==> config.mk <==
export PLATFORM = sky130hd
export DESIGN_NAME = acc_sign_responder_flat
export DESIGN_NICKNAME = d
export VERILOG_FILES = /design/src/rtl/acc_sign_responder_if.sv /design/src/rtl/acc_sign_responder.sv /design/src/flat_wrapper.sv
export SDC_FILE = /design/constraint.sdc
export NUM_CORES = 1
export LEC_CHECK = 0
export BUFFER_PORTS_ARGS = -buffer_cell sky130_fd_sc_hd__buf_4
export CAP_MARGIN = 10
export CORE_ASPECT_RATIO = 0.75
export CORE_MARGIN = 1.5
export CORE_UTILIZATION = 40
export DETAILED_ROUTE_END_ITERATION = 6
export GPL_TIMING_DRIVEN = 0
export PLACE_DENSITY = 0.73
export SLEW_MARGIN = 20
export SYNTH_ARGS = -nofsm -noshare
export SYNTH_HDL_FRONTEND = slang
export SYNTH_SLANG_ARGS = --single-unit
==> constraint.sdc <==
create_clock -name clk -period 1.65 [get_ports clk]
set_clock_uncertainty 0.05 [all_clocks]
set_input_delay 0 -clock clk [delete_from_list [all_inputs] [get_ports clk]]
set_output_delay 0 -clock clk [all_outputs]
set_load 0.02 [all_outputs]
==> src/rtl/acc_sign_responder_if.sv <==
// ============================================================================
// acc_sign_responder_if
// ----------------------------------------------------------------------------
// Purpose:
//   Bundles the signals between the accumulator sign responder and the
//   blocks around it: the sign-test request from the control section, the
//   circulating accumulator word, and the responder's answer/status lines.
//
// Signals:
//   dv          control -> responder  sign-test request pulse (one cycle)
//   c25         control -> responder  E order: jump if Acc >= 0
//   c10         control -> responder  G order: jump if Acc < 0
//   jump_uc     control -> responder  unconditional jump
//   acc_d0      acc     -> responder  digit-0 marker of the circulating word
//   acc_bit     acc     -> responder  current serial accumulator digit
//   acc_write   acc     -> responder  accumulator being modified this cycle
//   dv_d        responder -> control  one-cycle pulse: jump taken
//   test_done   responder -> control  one-cycle pulse: request resolved
//   sign_valid  responder -> control  stored sign matches the accumulator
//   acc_neg     responder -> control  stored sign bit (1 = negative)
//   proto_err   responder -> control  sticky protocol error flag
//
// Modports:
//   master  the side that drives requests and the accumulator stream
//   slave   the responder itself
// ============================================================================
interface acc_sign_responder_if;

    logic dv;
    logic c25;
    logic c10;
    logic jump_uc;
    logic acc_d0;
    logic acc_bit;
    logic acc_write;

    logic dv_d;
    logic test_done;
    logic sign_valid;
    logic acc_neg;
    logic proto_err;

    modport master (
        output dv,
        output c25,
        output c10,
        output jump_uc,
        output acc_d0,
        output acc_bit,
        output acc_write,
        input  dv_d,
        input  test_done,
        input  sign_valid,
        input  acc_neg,
        input  proto_err
    );

    modport slave (
        input  dv,
        input  c25,
        input  c10,
        input  jump_uc,
        input  acc_d0,
        input  acc_bit,
        input  acc_write,
        output dv_d,
        output test_done,
        output sign_valid,
        output acc_neg,
        output proto_err
    );

endinterface

==> src/rtl/acc_sign_responder.sv <==
// ============================================================================
// acc_sign_responder
// ----------------------------------------------------------------------------
// Purpose:
//   Accumulator-side responder to the control section's sign-test pulse (dv)
//   for G, E and unconditional-jump orders. It follows the serial, LSB-first
//   accumulator word, captures the sign digit each circulation, and answers
//   each accepted dv with exactly one test_done pulse, accompanied by dv_d
//   when the jump is taken.
//
// Parameters:
//   WORD_BITS   digits per accumulator circulation
//   SIGN_DIGIT  digit index carrying the sign bit (< WORD_BITS)
//   CNT_W       digit counter width (2**CNT_W >= WORD_BITS)
//
// Ports:
//   clk         system clock
//   rst         synchronous, active-high reset
//   bus         acc_sign_responder_if.slave: request, accumulator stream and
//               response/status signals
// ============================================================================
module acc_sign_responder #(
    parameter int WORD_BITS  = 36,
    parameter int SIGN_DIGIT = 35,
    parameter int CNT_W      = 6
) (
    input  logic                 clk,
    input  logic                 rst,
    acc_sign_responder_if.slave  bus
);

    localparam logic [CNT_W-1:0] SIGN_IDX = CNT_W'(SIGN_DIGIT);
    localparam logic [CNT_W-1:0] LAST_IDX = CNT_W'(WORD_BITS - 1);

    typedef enum logic [1:0] {
        ST_IDLE,
        ST_WAIT_SIGN,
        ST_RESPOND
    } state_t;

    typedef enum logic [1:0] {
        ORD_NONE,
        ORD_GE,
        ORD_LT,
        ORD_UC
    } order_t;

    state_t           state_q;
    state_t           state_d;
    order_t           order_q;
    order_t           order_d;
    order_t           req_order;

    logic [CNT_W-1:0] cnt_q;
    logic [CNT_W-1:0] cur_cnt;
    logic             wr_seen_q;
    logic             wr_eff;
    logic             capture;
    logic             at_sign;
    logic             cur_sign;
    logic             sign_ok;

    logic             sign_valid_q;
    logic             acc_neg_q;
    logic             dv_d_q;
    logic             test_done_q;
    logic             proto_err_q;

    logic             go_respond;
    logic             taken_d;
    logic             dv_err;

    // Decide whether an order jumps for a given sign (1 = negative).
    function automatic logic order_taken(input order_t ord, input logic neg);
        logic take;
        take = 1'b0;
        case (ord)
            ORD_UC:  take = 1'b1;
            ORD_GE:  take = ~neg;
            ORD_LT:  take = neg;
            default: take = 1'b0;
        endcase
        return take;
    endfunction

    // The digit-0 marker forces the current digit index to 0, so an early
    // marker simply resynchronises the count. A write flag left over from the
    // previous word is likewise discarded the moment the new word begins.
    // A capture happens only on an untouched word at the sign digit; when the
    // accumulator is being written in the request cycle, the stored sign is
    // already stale and cannot be used to answer.
    always_comb begin
        cur_cnt  = bus.acc_d0 ? '0 : cnt_q;
        wr_eff   = wr_seen_q & ~bus.acc_d0;
        at_sign  = (cur_cnt == SIGN_IDX);
        capture  = at_sign & ~bus.acc_write & ~wr_eff;
        cur_sign = capture ? bus.acc_bit : acc_neg_q;
        sign_ok  = (sign_valid_q & ~bus.acc_write) | capture;
    end

    // Order priority: unconditional jump over E (c25) over G (c10).
    always_comb begin
        req_order = ORD_NONE;
        if (bus.jump_uc) begin
            req_order = ORD_UC;
        end else if (bus.c25) begin
            req_order = ORD_GE;
        end else if (bus.c10) begin
            req_order = ORD_LT;
        end
    end

    // Next-state logic. A request is answered straight away when a sign is
    // available (stored or captured this very cycle); otherwise the order is
    // parked until the next good capture. Requests arriving while one is
    // still outstanding or being answered are dropped and flagged.
    always_comb begin
        state_d    = state_q;
        order_d    = order_q;
        go_respond = 1'b0;
        taken_d    = 1'b0;
        dv_err     = 1'b0;

        case (state_q)
            ST_IDLE: begin
                if (bus.dv) begin
                    order_d = req_order;
                    if (sign_ok) begin
                        state_d    = ST_RESPOND;
                        go_respond = 1'b1;
                        taken_d    = order_taken(req_order, cur_sign);
                    end else begin
                        state_d = ST_WAIT_SIGN;
                    end
                end
            end

            ST_WAIT_SIGN: begin
                dv_err = bus.dv;
                if (capture) begin
                    state_d    = ST_RESPOND;
                    go_respond = 1'b1;
                    taken_d    = order_taken(order_q, bus.acc_bit);
                end
            end

            ST_RESPOND: begin
                dv_err  = bus.dv;
                state_d = ST_IDLE;
            end

            default: begin
                state_d = ST_IDLE;
            end
        endcase
    end

    // Digit counter and write tracking for the circulating word.
    always_ff @(posedge clk) begin
        if (rst) begin
            cnt_q     <= '0;
            wr_seen_q <= 1'b0;
        end else begin
            cnt_q     <= (cur_cnt == LAST_IDX) ? '0 : cur_cnt + CNT_W'(1);
            wr_seen_q <= bus.acc_write | wr_eff;
        end
    end

    // Stored sign. Any write invalidates it; the sign digit either refreshes
    // it (clean word) or invalidates it (word was touched this circulation).
    always_ff @(posedge clk) begin
        if (rst) begin
            sign_valid_q <= 1'b0;
            acc_neg_q    <= 1'b0;
        end else begin
            if (capture) begin
                acc_neg_q <= bus.acc_bit;
            end
            if (bus.acc_write) begin
                sign_valid_q <= 1'b0;
            end else if (at_sign) begin
                sign_valid_q <= capture;
            end
        end
    end

    // FSM state, order latch and registered response pulses. dv_d is only
    // ever raised together with test_done.
    always_ff @(posedge clk) begin
        if (rst) begin
            state_q     <= ST_IDLE;
            order_q     <= ORD_NONE;
            test_done_q <= 1'b0;
            dv_d_q      <= 1'b0;
            proto_err_q <= 1'b0;
        end else begin
            state_q     <= state_d;
            order_q     <= order_d;
            test_done_q <= go_respond;
            dv_d_q      <= go_respond & taken_d;
            proto_err_q <= proto_err_q | dv_err;
        end
    end

    assign bus.dv_d       = dv_d_q;
    assign bus.test_done  = test_done_q;
    assign bus.sign_valid = sign_valid_q;
    assign bus.acc_neg    = acc_neg_q;
    assign bus.proto_err  = proto_err_q;

endmodule
==> src/flat_wrapper.sv <==
// flat-port wrapper written by rule: the top's interface ports become plain ports
module acc_sign_responder_flat 
#(
    parameter int WORD_BITS  = 36,
    parameter int SIGN_DIGIT = 35,
    parameter int CNT_W      = 6
)
  (clk, rst, bus_dv, bus_c25, bus_c10, bus_jump_uc, bus_acc_d0, bus_acc_bit, bus_acc_write, bus_dv_d, bus_test_done, bus_sign_valid, bus_acc_neg, bus_proto_err);
  acc_sign_responder_if bus_i ();
  input  logic clk;
  input  logic rst;
  input wire logic [$bits(bus_i.dv)-1:0] bus_dv;
  input wire logic [$bits(bus_i.c25)-1:0] bus_c25;
  input wire logic [$bits(bus_i.c10)-1:0] bus_c10;
  input wire logic [$bits(bus_i.jump_uc)-1:0] bus_jump_uc;
  input wire logic [$bits(bus_i.acc_d0)-1:0] bus_acc_d0;
  input wire logic [$bits(bus_i.acc_bit)-1:0] bus_acc_bit;
  input wire logic [$bits(bus_i.acc_write)-1:0] bus_acc_write;
  output wire logic [$bits(bus_i.dv_d)-1:0] bus_dv_d;
  output wire logic [$bits(bus_i.test_done)-1:0] bus_test_done;
  output wire logic [$bits(bus_i.sign_valid)-1:0] bus_sign_valid;
  output wire logic [$bits(bus_i.acc_neg)-1:0] bus_acc_neg;
  output wire logic [$bits(bus_i.proto_err)-1:0] bus_proto_err;
  assign bus_i.dv = bus_dv;
  assign bus_i.c25 = bus_c25;
  assign bus_i.c10 = bus_c10;
  assign bus_i.jump_uc = bus_jump_uc;
  assign bus_i.acc_d0 = bus_acc_d0;
  assign bus_i.acc_bit = bus_acc_bit;
  assign bus_i.acc_write = bus_acc_write;
  assign bus_dv_d = bus_i.dv_d;
  assign bus_test_done = bus_i.test_done;
  assign bus_sign_valid = bus_i.sign_valid;
  assign bus_acc_neg = bus_i.acc_neg;
  assign bus_proto_err = bus_i.proto_err;
  acc_sign_responder #(.WORD_BITS(WORD_BITS), .SIGN_DIGIT(SIGN_DIGIT), .CNT_W(CNT_W)) u_core (.clk(clk), .rst(rst), .bus(bus_i));
endmodule
==> qor.txt, run 1 <==
Final min period = 1.664 ns
Synth unique cells = 29
Leakage = 0.4319 nW
Worst setup SP type = register
Worst Path Arrival = 1.80 ns
Synth warn = 0
Pre-Repair DR Iteration Count = 4
Clk Latency, worst-skew pair = 0.28 ns
Largest stage delay, worst path = 0.33 ns
Switching pwr = 0.0002111 W
Core Region = 1773 um^2
Clock power share = 0.263
Worst setup EP type = register
Gpl congestion = 0.7807
Setup CP Type = reg2reg
Area grow syn2layout = 34.95%
Number of remaining DRC errors = 0
Syn avg cell area = 9.205 um^2
Num rows = 13
Commonest cells in the netlist = 16 x dfxtp_1, 9 x nor2_1, 7 x a21oi_1, 6 x inv_1
Largest net degree at the start of global routing = 10
Seq/Total Area, Yosys = 0.4142
First-pass GRT wire length = 2835 um
VDD IR max = 0.0006910 V
Synth area leader = dfxtp_1
Logic gate share of total power = 0.197
Rel. slew slack = 0.7106
Port buffer count = 12
CTS max path bufs = 2
Setup-failing EPs final = 1
Setup slack after layout = -0.01448 ns
Switching share of power = 0.2726
Reg2reg start = u_core.cnt_q[0]$_SDFF_PP0_
Layout cells sized above 1 = 0.3211
CP top delay family = simple AND/OR/NAND/NOR gates
Final Routed Wirelength = 1706 um
Status = complete, but fails checks
Root Buffer = clkbuf_4
Worst hold path class = in2reg
Synthesized area = 773.2 um^2
Pint = 0.0005631 W
Ant. Diodes = 0
Post-DP HPWL = 1144 um
Initial antenna violation count = 0
Post-Syn Nets = 96
HP Start = bus_jump_uc
Core Util, Final = 0.5886
Max_cap viols = 0
Vias in the first global route = 648
Clk sinks = 16
Failing checks = setup timing
Die width = 53.77 um
IO Count = 14
Die area = 2209 um^2
Crit path required time = 1.78 ns
Post-DRT Antenna Nets = 0
CP bufs+invs = 0
CTS HTree Levels = 1
Worst Path Max Fanout = 5
Ranking of synthesized cells by area = dfxtp_1 41%, ha_1 4.9%, a21oi_1 4.5%
Vias/cell = 5.145
Grt ovf = 0
Power density cells = 741.9 nW/um^2
Critical-path top delay cell = dfxtp_2
Total CTS buffers = 3
RSZ-0062 raised after global routing = yes
Main synth FF type = dfxtp_1
Nets = 123
Via count = 674
Critical path, cell by cell = and2b_2 -> ha_4 -> nor4b_4 -> nand2_2 -> mux2i_1 -> o221a_1
Initial Util = 0.4361
Slew Limit Fails = 0
FFs w/ async S/R, synth = 0
Chip height = 41.08 um
Wire per inst = 13.02 um
Synth Register Bits = 16
CTS tree = done
Syn Inst Count = 84
Most common cell in the synthesized netlist = dfxtp_1
Hold Fails Final Rpt = 0
Min Hold Slack = 0.009342 ns
1st-iter DRT viols = 14
Clk pin slew, worst setup/hold paths = 0.09 ns
Final Cycle Share = 1.009
Worst Setup SP = u_core.cnt_q[0]$_SDFF_PP0_
Actual slew at the worst max-slew pin = 0.4341 ns
Flop pwr share = 0.540
GRT Util Overall = 0.1952
Post-synth EDFFs = 0
Post-synth top area share = 0.4142
FMAX = 600.8 MHz
placed cells by master, fill, tap and decap left out, drive strengths merged, types with 2 or more instances in the layout:
master        n
a211oi        3
a21oi         7
and2b         3
buf          17
clkbuf        4
dfxtp        16
dlygate4sd3   6
ha            3
inv           6
mux2i         3
nand2         5
nand3         3
nor2          9
nor2b         2
nor3          4
nor4b         2
o21ai         2
o31ai         2
xnor2         2
xor2          2
flip-flops by register name (all words and copies together) (netlist names):
signal and flops:
u_core.bus.sign_valid 1, u_core.bus.test_done 1, u_core.bus.proto_err 1, u_core.bus.acc_neg 1, u_core.state_q 2, u_core.order_q 2, u_core.wr_seen_q 1, u_core.cnt_q 6
u_core.bus.dv_d 1
logic make-up (layout without fill, tap and decap cells):
group                    after synthesis  count (layout)  share of synthesized area
AND/OR/NAND/NOR                       31              31                     0.2427
XOR/XNOR                               4               4                    0.04532
buffers and inverters                  8              33                    0.03884
AO/OA/AOI/OAI                         19              19                     0.1715
adder cells (fa/ha/maj)                3               3                    0.04855
flip-flops                            16              16                     0.4142
multiplexers                           3               3                    0.03884
per-stage QoR:
| step | setup TNS, ns | total power [W] | cells | instance area [um^2] | setup slack (ns) |
|---|---|---|---|---|---|
| finish | -0.01448 | 0.0007742 | 131 | 1044 | -0.01448 |
| global route | -0.6652 | 0.0008221 | 131 | 1044 | -0.1147 |
| CTS | 0 | 0.0007661 | 128 | 1003 | 0.007294 |
| detailed placement | -0.1225 | 0.0005527 | 118 | 890.9 | -0.1125 |
| global placement | -0.06719 | 0.0005458 | 118 | 890.9 | -0.06719 |
| floorplan | 0 | 0.0005069 | 84 | 773.2 | 0.04171 |
layout make-up:
class	count	area, um^2
Buffer	1	3.754
Clock buffer	3	22.52
Fill cell	150	729.5
Inverter	6	22.52
Multi-Input combinational cell	60	456.7
Sequential cell	16	322.8
Tap cell	22	27.53
Timing Repair Buffer	23	187.7
path summary, 6_finish.rpt:
| path | to | slack [ns] | cells after the start |
|---|---|---|---|
| setup reg to reg | u_core.bus.dv_d$_SDFF_PP0_ | -0.01 | 6 |
| setup / recovery | u_core.bus.dv_d$_SDFF_PP0_ | -0.01 | 6 |
| hold / removal | u_core.order_q[0]$_SDFFE_PP0P_ | 0.009 | 3 |
| hold reg to reg | u_core.bus.proto_err$_SDFF_PP0_ | 0.43 | 2 |
worst min-delay path: stages:
cell	delay (ns)
buf_4	0.12
nor2_1	0.10
a211oi_1	0.08
power groups by stage:
| stage | logic [W] | clock network, W | registers [W] |
|---|---|---|---|
| 2_1_floorplan | 0.0000778 | 0 | 0.000429 |
| 3_3_place_gp | 0.000120 | 0 | 0.000426 |
| 3_5_place_dp | 0.000126 | 0 | 0.000427 |
| 4_1_cts | 0.000139 | 0.000209 | 0.000418 |
| 5_1_grt | 0.000170 | 0.000231 | 0.000421 |
| 6_report | 0.000152 | 0.000204 | 0.000418 |
layer usage:
layer	vias to the layer above	GRT usage	share of wire
li1	349	-	-
met1	302	0.2191	0.48
met2	17	0.3049	0.45
met3	6	0.08394	0.046
met4	0	0.1346	0.033
met5	-	0	0
what timing repair did:
action / in CTS / in global routing
hold endpoints to repair: 8 / 0
setup buffers: 2 / 3
setup endpoints to repair: 6 / 9
pin swaps: 1 / 11
hold buffers: 6 / 0
resized for setup: 4 / 8
No activity file was read; power rests on OpenSTA's default activity.
==> run 2, diff against run 1 <==
--- a/config.mk
+++ b/config.mk
@@ -8,7 +8,7 @@
 export BUFFER_PORTS_ARGS = -buffer_cell sky130_fd_sc_hd__buf_4
 export CAP_MARGIN = 10
 export CORE_ASPECT_RATIO = 0.75
-export CORE_MARGIN = 1.5
+export CORE_MARGIN = 8
 export CORE_UTILIZATION = 40
 export DETAILED_ROUTE_END_ITERATION = 6
 export GPL_TIMING_DRIVEN = 0
==> qor.txt, run 2 (synthesis gave the netlist of run 1 again) <==
Area grow syn2layout = 33.66% (was 34.95%)
Status = finished, final reports clean (was complete, but fails checks)
Worst Path Arrival = 1.73 ns (was 1.80 ns)
Worst setup SP type = register (unchanged)
Leakage = 0.4243 nW (was 0.4319 nW)
Rel. slew slack = 0.7152 (was 0.7106)
Fillers = 163 (was 150)
Final min period = 1.608 ns (was 1.664 ns)
Initial antenna violation count = 0 (unchanged)
Grt ovf = 0 (unchanged)
Post-DP HPWL = 1203 um (was 1144 um)
First-pass GRT wire length = 2835 um (unchanged)
Clk sinks = 16 (unchanged)
Root Buffer = clkbuf_4 (unchanged)
Total CTS buffers = 3 (unchanged)
Ant. Diodes = 0 (unchanged)
Layout cells sized above 1 = 0.3241 (was 0.3211)
RSZ-0062 raised after global routing = yes (unchanged)
Clk pin slew, worst setup/hold paths = 0.08 ns (was 0.09 ns)
Setup slack after layout = 0.04244 ns (was -0.01448 ns)
Place WS = -0.09544 ns (was -0.1125 ns)
Slew Limit Fails = 0 (unchanged)
Min Hold Slack = 0.01693 ns (was 0.009342 ns)
Most frequent cells in the layout = 18 x buf_4, 15 x dfxtp_1, 9 x nor2_1 (was 17 x buf_4, 14 x dfxtp_1, 9 x nor2_1)
Crit path required time = 1.78 ns (about the same)
FMAX = 622.1 MHz (was 600.8 MHz)
Final Cycle Share = 0.9743 (was 1.009)
Die area = 3611 um^2 (was 2209 um^2)
Setup CP Type = reg2reg (unchanged)
Worst setup EP type = register (unchanged)
Core Region = 1773 um^2 (unchanged)
Core Util, Final = 0.5829 (was 0.5886)
Largest reg by FF count = u_core.cnt_q (unchanged)
Pre-Repair DR Iteration Count = 4 (unchanged)
Hold Fails Final Rpt = 0 (unchanged)
Vias in the first global route = 645 (was 648)
Worst hold path class = in2reg (unchanged)
Most common cell after layout, fill and taps aside = buf_4 (unchanged)
CTS HTree Levels = 1 (unchanged)
Wire per inst = 12.92 um (was 13.02 um)
Largest registers = u_core.cnt_q x6, u_core.order_q x2, u_core.state_q x2 (unchanged)
Post-DRT Antenna Nets = 0 (unchanged)
Max_cap viols = 0 (unchanged)
Final Routed Wirelength = 1679 um (was 1706 um)
Setup-failing EPs final = 0 (was 1)
Actual slew at the worst max-slew pin = 0.4273 ns (was 0.4341 ns)
Gpl congestion = 0.7518 (was 0.7807)
CTS tree = done (unchanged)
1st-iter DRT viols = 10 (was 14)
Vias/cell = 5.100 (was 5.145)
Clk Latency, worst-skew pair = 0.28 ns (about the same)
Power density cells = 730.0 nW/um^2 (was 741.9 nW/um^2)
Nets = 122 (was 123)
Chip height = 54.08 um (was 41.08 um)
Via count = 663 (was 674)
Port buffer count = 12 (unchanged)
Worst Path Max Fanout = 5 (unchanged)
Num rows = 13 (unchanged)
Max reg flops = 6 (unchanged)
IO Count = 14 (unchanged)
Die width = 66.77 um (was 53.77 um)
Initial Util = 0.4361 (unchanged)
VDD IR max = 0.0004773 V (was 0.0006910 V)
GRT Util Overall = 0.1030 (was 0.1952)
CTS max path bufs = 2 (unchanged)
Number of remaining DRC errors = 0 (unchanged)
Largest net degree at the start of global routing = 10 (unchanged)
[run 2: final timing paths]
path | startpoint | endpoint | slack, ns | cells past startpoint
setup / recovery | u_core.cnt_q[0]$_SDFF_PP0_ | u_core.bus.dv_d$_SDFF_PP0_ | 0.04 | 6
hold / removal | bus_acc_d0 | u_core.wr_seen_q$_SDFF_PP0_ | 0.02 | 4
setup reg to reg | u_core.cnt_q[0]$_SDFF_PP0_ | u_core.bus.dv_d$_SDFF_PP0_ | 0.04 | 6
hold reg to reg | u_core.bus.proto_err$_SDFF_PP0_ | u_core.bus.proto_err$_SDFF_PP0_ | 0.43 | 2
[run 2: per-stage QoR]
| step | cell area (um^2) | TNS [ns] | cells | total power (W) |
|---|---|---|---|---|
| floorplan | 773.2 | 0 | 84 | 0.0005069 |
| global placement | 890.9 | -0.06542 | 118 | 0.0005458 |
| detailed placement | 890.9 | -0.09544 | 118 | 0.0005517 |
| CTS | 979.7 | 0 | 126 | 0.0007613 |
| global route | 1033 | -0.05861 | 130 | 0.0008068 |
| finish | 1033 | 0 | 130 | 0.0007545 |
[run 2: layout make-up]
cell class                 count  area (um^2)  share of cell area
sequential                    16        321.6              0.3111
timing repair buffer          22        175.2              0.1695
multi-input combinational     60        460.4              0.4455
buffer                         1        3.754            0.003632
tap                           22        27.53             0.02663
inverter                       6        22.52             0.02179
clock buffer                   3        22.52             0.02179
[run 2: power breakdown]
| part | switching, W | internal (W) | total [W] |
|---|---|---|---|
| registers | 0.0000114 | 0.000408 | 0.000419 |
| logic | 0.0000760 | 0.0000642 | 0.000140 |
| clock network | 0.000110 | 0.0000847 | 0.000195 |
[run 2: routing by layer]
layer	up-vias	track usage	routed length (um)
li1	344	-	-
met4	0	0.04240	34
met2	17	0.1537	758
met1	298	0.1199	773
met3	4	0.05797	112
met5	-	0	0
[run 2: critical path: stages, from the launching register on]
cell	delay, ns
dfxtp_2	0.33
and2b_2	0.17
ha_4	0.13
nor4b_4	0.25
nand2_2	0.18
mux2i_1	0.15
o221a_1	0.25
[run 2: what timing repair did]
item | in CTS | in global routing
endpoints found under the hold margin | 7 | 0
cloned | 0 | 0
endpoints found under the setup margin | 2 | 11
hold buffers | 4 | 0
gates resized for setup | 4 | 6
buffers inserted | 1 | 5
pin swaps | 1 | 5
==> run 3, diff against run 2 <==
--- a/config.mk
+++ b/config.mk
@@ -12,6 +12,7 @@
 export CORE_UTILIZATION = 40
 export DETAILED_ROUTE_END_ITERATION = 6
 export GPL_TIMING_DRIVEN = 0
+export HOLD_SLACK_MARGIN = 0.12
 export PLACE_DENSITY = 0.73
 export SLEW_MARGIN = 20
 export SYNTH_ARGS = -nofsm -noshare
==> qor.txt, run 3 (synthesis gave the netlist of run 1 again) <==
Final Routed Wirelength = 1909 um (was 1679 um)
Clock power share = 0.260 (was 0.259)
Clk sinks = 16 (unchanged)
Worst Path Arrival = 1.75 ns (was 1.73 ns)
Clk pin slew, worst setup/hold paths = 0.08 ns (about the same)
Pint = 0.0005655 W (was 0.0005566 W)
Core Region = 1773 um^2 (unchanged)
CTS max path bufs = 2 (unchanged)
Vias/cell = 5.218 (was 5.100)
Flop pwr share = 0.542 (was 0.556)
Max_cap viols = 0 (unchanged)
Largest net degree at the start of global routing = 10 (unchanged)
Failing checks = hold timing
Final min period = 1.623 ns (was 1.608 ns)
Status = complete, but fails checks (was finished, final reports clean)
Worst hold path class = in2reg (unchanged)
Gpl congestion = 0.7518 (unchanged)
First-pass GRT wire length = 3263 um (was 2835 um)
Setup-failing EPs final = 0 (unchanged)
Worst Path Max Fanout = 5 (unchanged)
Pre-Repair DR Iteration Count = 4 (unchanged)
Crit path required time = 1.78 ns (about the same)
Number of remaining DRC errors = 0 (unchanged)
Total CTS buffers = 3 (unchanged)
Die area = 3611 um^2 (unchanged)
Vias in the first global route = 688 (was 645)
Min Hold Slack = -0.1352 ns (was 0.01693 ns)
Power density cells = 722.7 nW/um^2 (was 730.0 nW/um^2)
Max reg flops = 6 (unchanged)
Logic gate share of total power = 0.198 (was 0.186)
Worst setup SP type = register (unchanged)
Placed insts = 118 (unchanged)
Num rows = 13 (unchanged)
1st-iter DRT viols = 21 (was 10)
Setup CP Type = reg2reg (unchanged)
Final Cycle Share = 0.9837 (was 0.9743)
Nets = 125 (was 122)
Grt ovf = 0 (unchanged)
Post-DP HPWL = 1203 um (unchanged)
Chip height = 54.08 um (unchanged)
GRT Util Overall = 0.1186 (was 0.1030)
Wire per inst = 14.35 um (was 12.92 um)
Post-DRT Antenna Nets = 0 (unchanged)
Rel. slew slack = 0.6700 (was 0.7152)
Switching pwr = 0.0002085 W (was 0.0001979 W)
Reg2Reg Setup Slack = 0.03 ns (was 0.04 ns)
Initial Util = 0.4361 (unchanged)
Fillers = 151 (was 163)
Clk Latency, worst-skew pair = 0.28 ns (about the same)
Layout cells sized above 1 = 0.2973 (was 0.3241)
Port buffer count = 12 (unchanged)
Worst setup EP type = register (unchanged)
Ant. Diodes = 0 (unchanged)
CTS HTree Levels = 1 (unchanged)
Hold Fails Final Rpt = 1 (was 0)
Via count = 694 (was 663)
Root Buffer = clkbuf_4 (unchanged)
Leakage = 0.4370 nW (was 0.4243 nW)
Area grow syn2layout = 38.51% (was 33.66%)
Die width = 66.77 um (unchanged)
CTS tree = done (unchanged)
RSZ-0062 raised after global routing = yes (unchanged)
Core Util, Final = 0.6041 (was 0.5829)
VDD IR max = 0.0005172 V (was 0.0004773 V)
IO Count = 14 (unchanged)
FMAX = 616.1 MHz (was 622.1 MHz)
Actual slew at the worst max-slew pin = 0.4936 ns (was 0.4273 ns)
Switching share of power = 0.2694 (was 0.2622)
Largest registers = u_core.cnt_q x6, u_core.order_q x2, u_core.state_q x2 (unchanged)
Slew Limit Fails = 0 (unchanged)
Hold-fix buffers at CTS = 10 (was 4)
Initial antenna violation count = 0 (unchanged)
Count of non-filler cells in the finished layout = 133 (was 130)
Largest reg by FF count = u_core.cnt_q (unchanged)
Most frequent cells in the layout = 15 x buf_4, 15 x dfxtp_1, 10 x dlygate4sd3_1 (was 18 x buf_4, 15 x dfxtp_1, 9 x nor2_1)
==> run 3: area by class of cell <==
| type | instances | area (um^2) | area share |
|---|---|---|---|
| timing repair buffer | 25 | 212.7 | 0.1986 |
| clock buffer | 3 | 22.52 | 0.02103 |
| buffer | 1 | 3.754 | 0.003505 |
| sequential | 16 | 321.6 | 0.3002 |
| tap | 22 | 27.53 | 0.02570 |
| inverter | 6 | 22.52 | 0.02103 |
| multi-input combinational | 60 | 460.4 | 0.4299 |
==> run 3: through the flow <==
step	setup TNS [ns]	power (W)	cell area, um^2	worst slack [ns]
CTS	0	0.0007734	1040	0.01818
finish	0	0.0007740	1071	0.02685
global placement	-0.06542	0.0005458	890.9	-0.06542
floorplan	0	0.0005069	773.2	0.04171
global route	-0.2571	0.0008211	1071	-0.05925
detailed placement	-0.09544	0.0005517	890.9	-0.09544
==> run 3: worst max-delay path: stages (launching register included) <==
cell	delay, ns
dfxtp_1	0.36
nor4b_2	0.49
nand2_2	0.21
mux2i_2	0.20
o221a_1	0.21
==> run 3: repair_timing <==
item / CTS / global route
pin swaps: 1 / 9
gates resized for setup: 4 / 8
endpoints found under the setup margin: 2 / 12
endpoints found under the hold margin: 13 / 2
setup buffers: 1 / 2
==> run 3: path summary, 6_finish.rpt <==
check / from / endpoint / cells past startpoint
worst max-delay path: u_core.cnt_q[4]$_SDFF_PP0_ / u_core.bus.dv_d$_SDFF_PP0_ / 4
worst min-delay path: bus_acc_write / u_core.bus.sign_valid$_SDFFE_PP0N_ / 2
worst max register to register: u_core.cnt_q[4]$_SDFF_PP0_ / u_core.bus.dv_d$_SDFF_PP0_ / 4
worst min register to register: u_core.bus.proto_err$_SDFF_PP0_ / u_core.bus.proto_err$_SDFF_PP0_ / 2
==> run 3: layer usage <==
layer,up-vias,global-route usage,share of wire
met5,-,0,0
met4,0,0.07067,0.045
met3,11,0.06004,0.073
met2,24,0.1712,0.45
met1,309,0.1388,0.43
li1,350,-,-
==> run 3: power groups by stage <==
stage / registers [W] / logic (W) / clock network [W]
6_report: 0.000420 / 0.000153 / 0.000201
5_1_grt: 0.000423 / 0.000174 / 0.000224
4_1_cts: 0.000419 / 0.000147 / 0.000208
3_5_place_dp: 0.000428 / 0.000124 / 0
3_3_place_gp: 0.000426 / 0.000120 / 0
2_1_floorplan: 0.000429 / 0.0000778 / 0
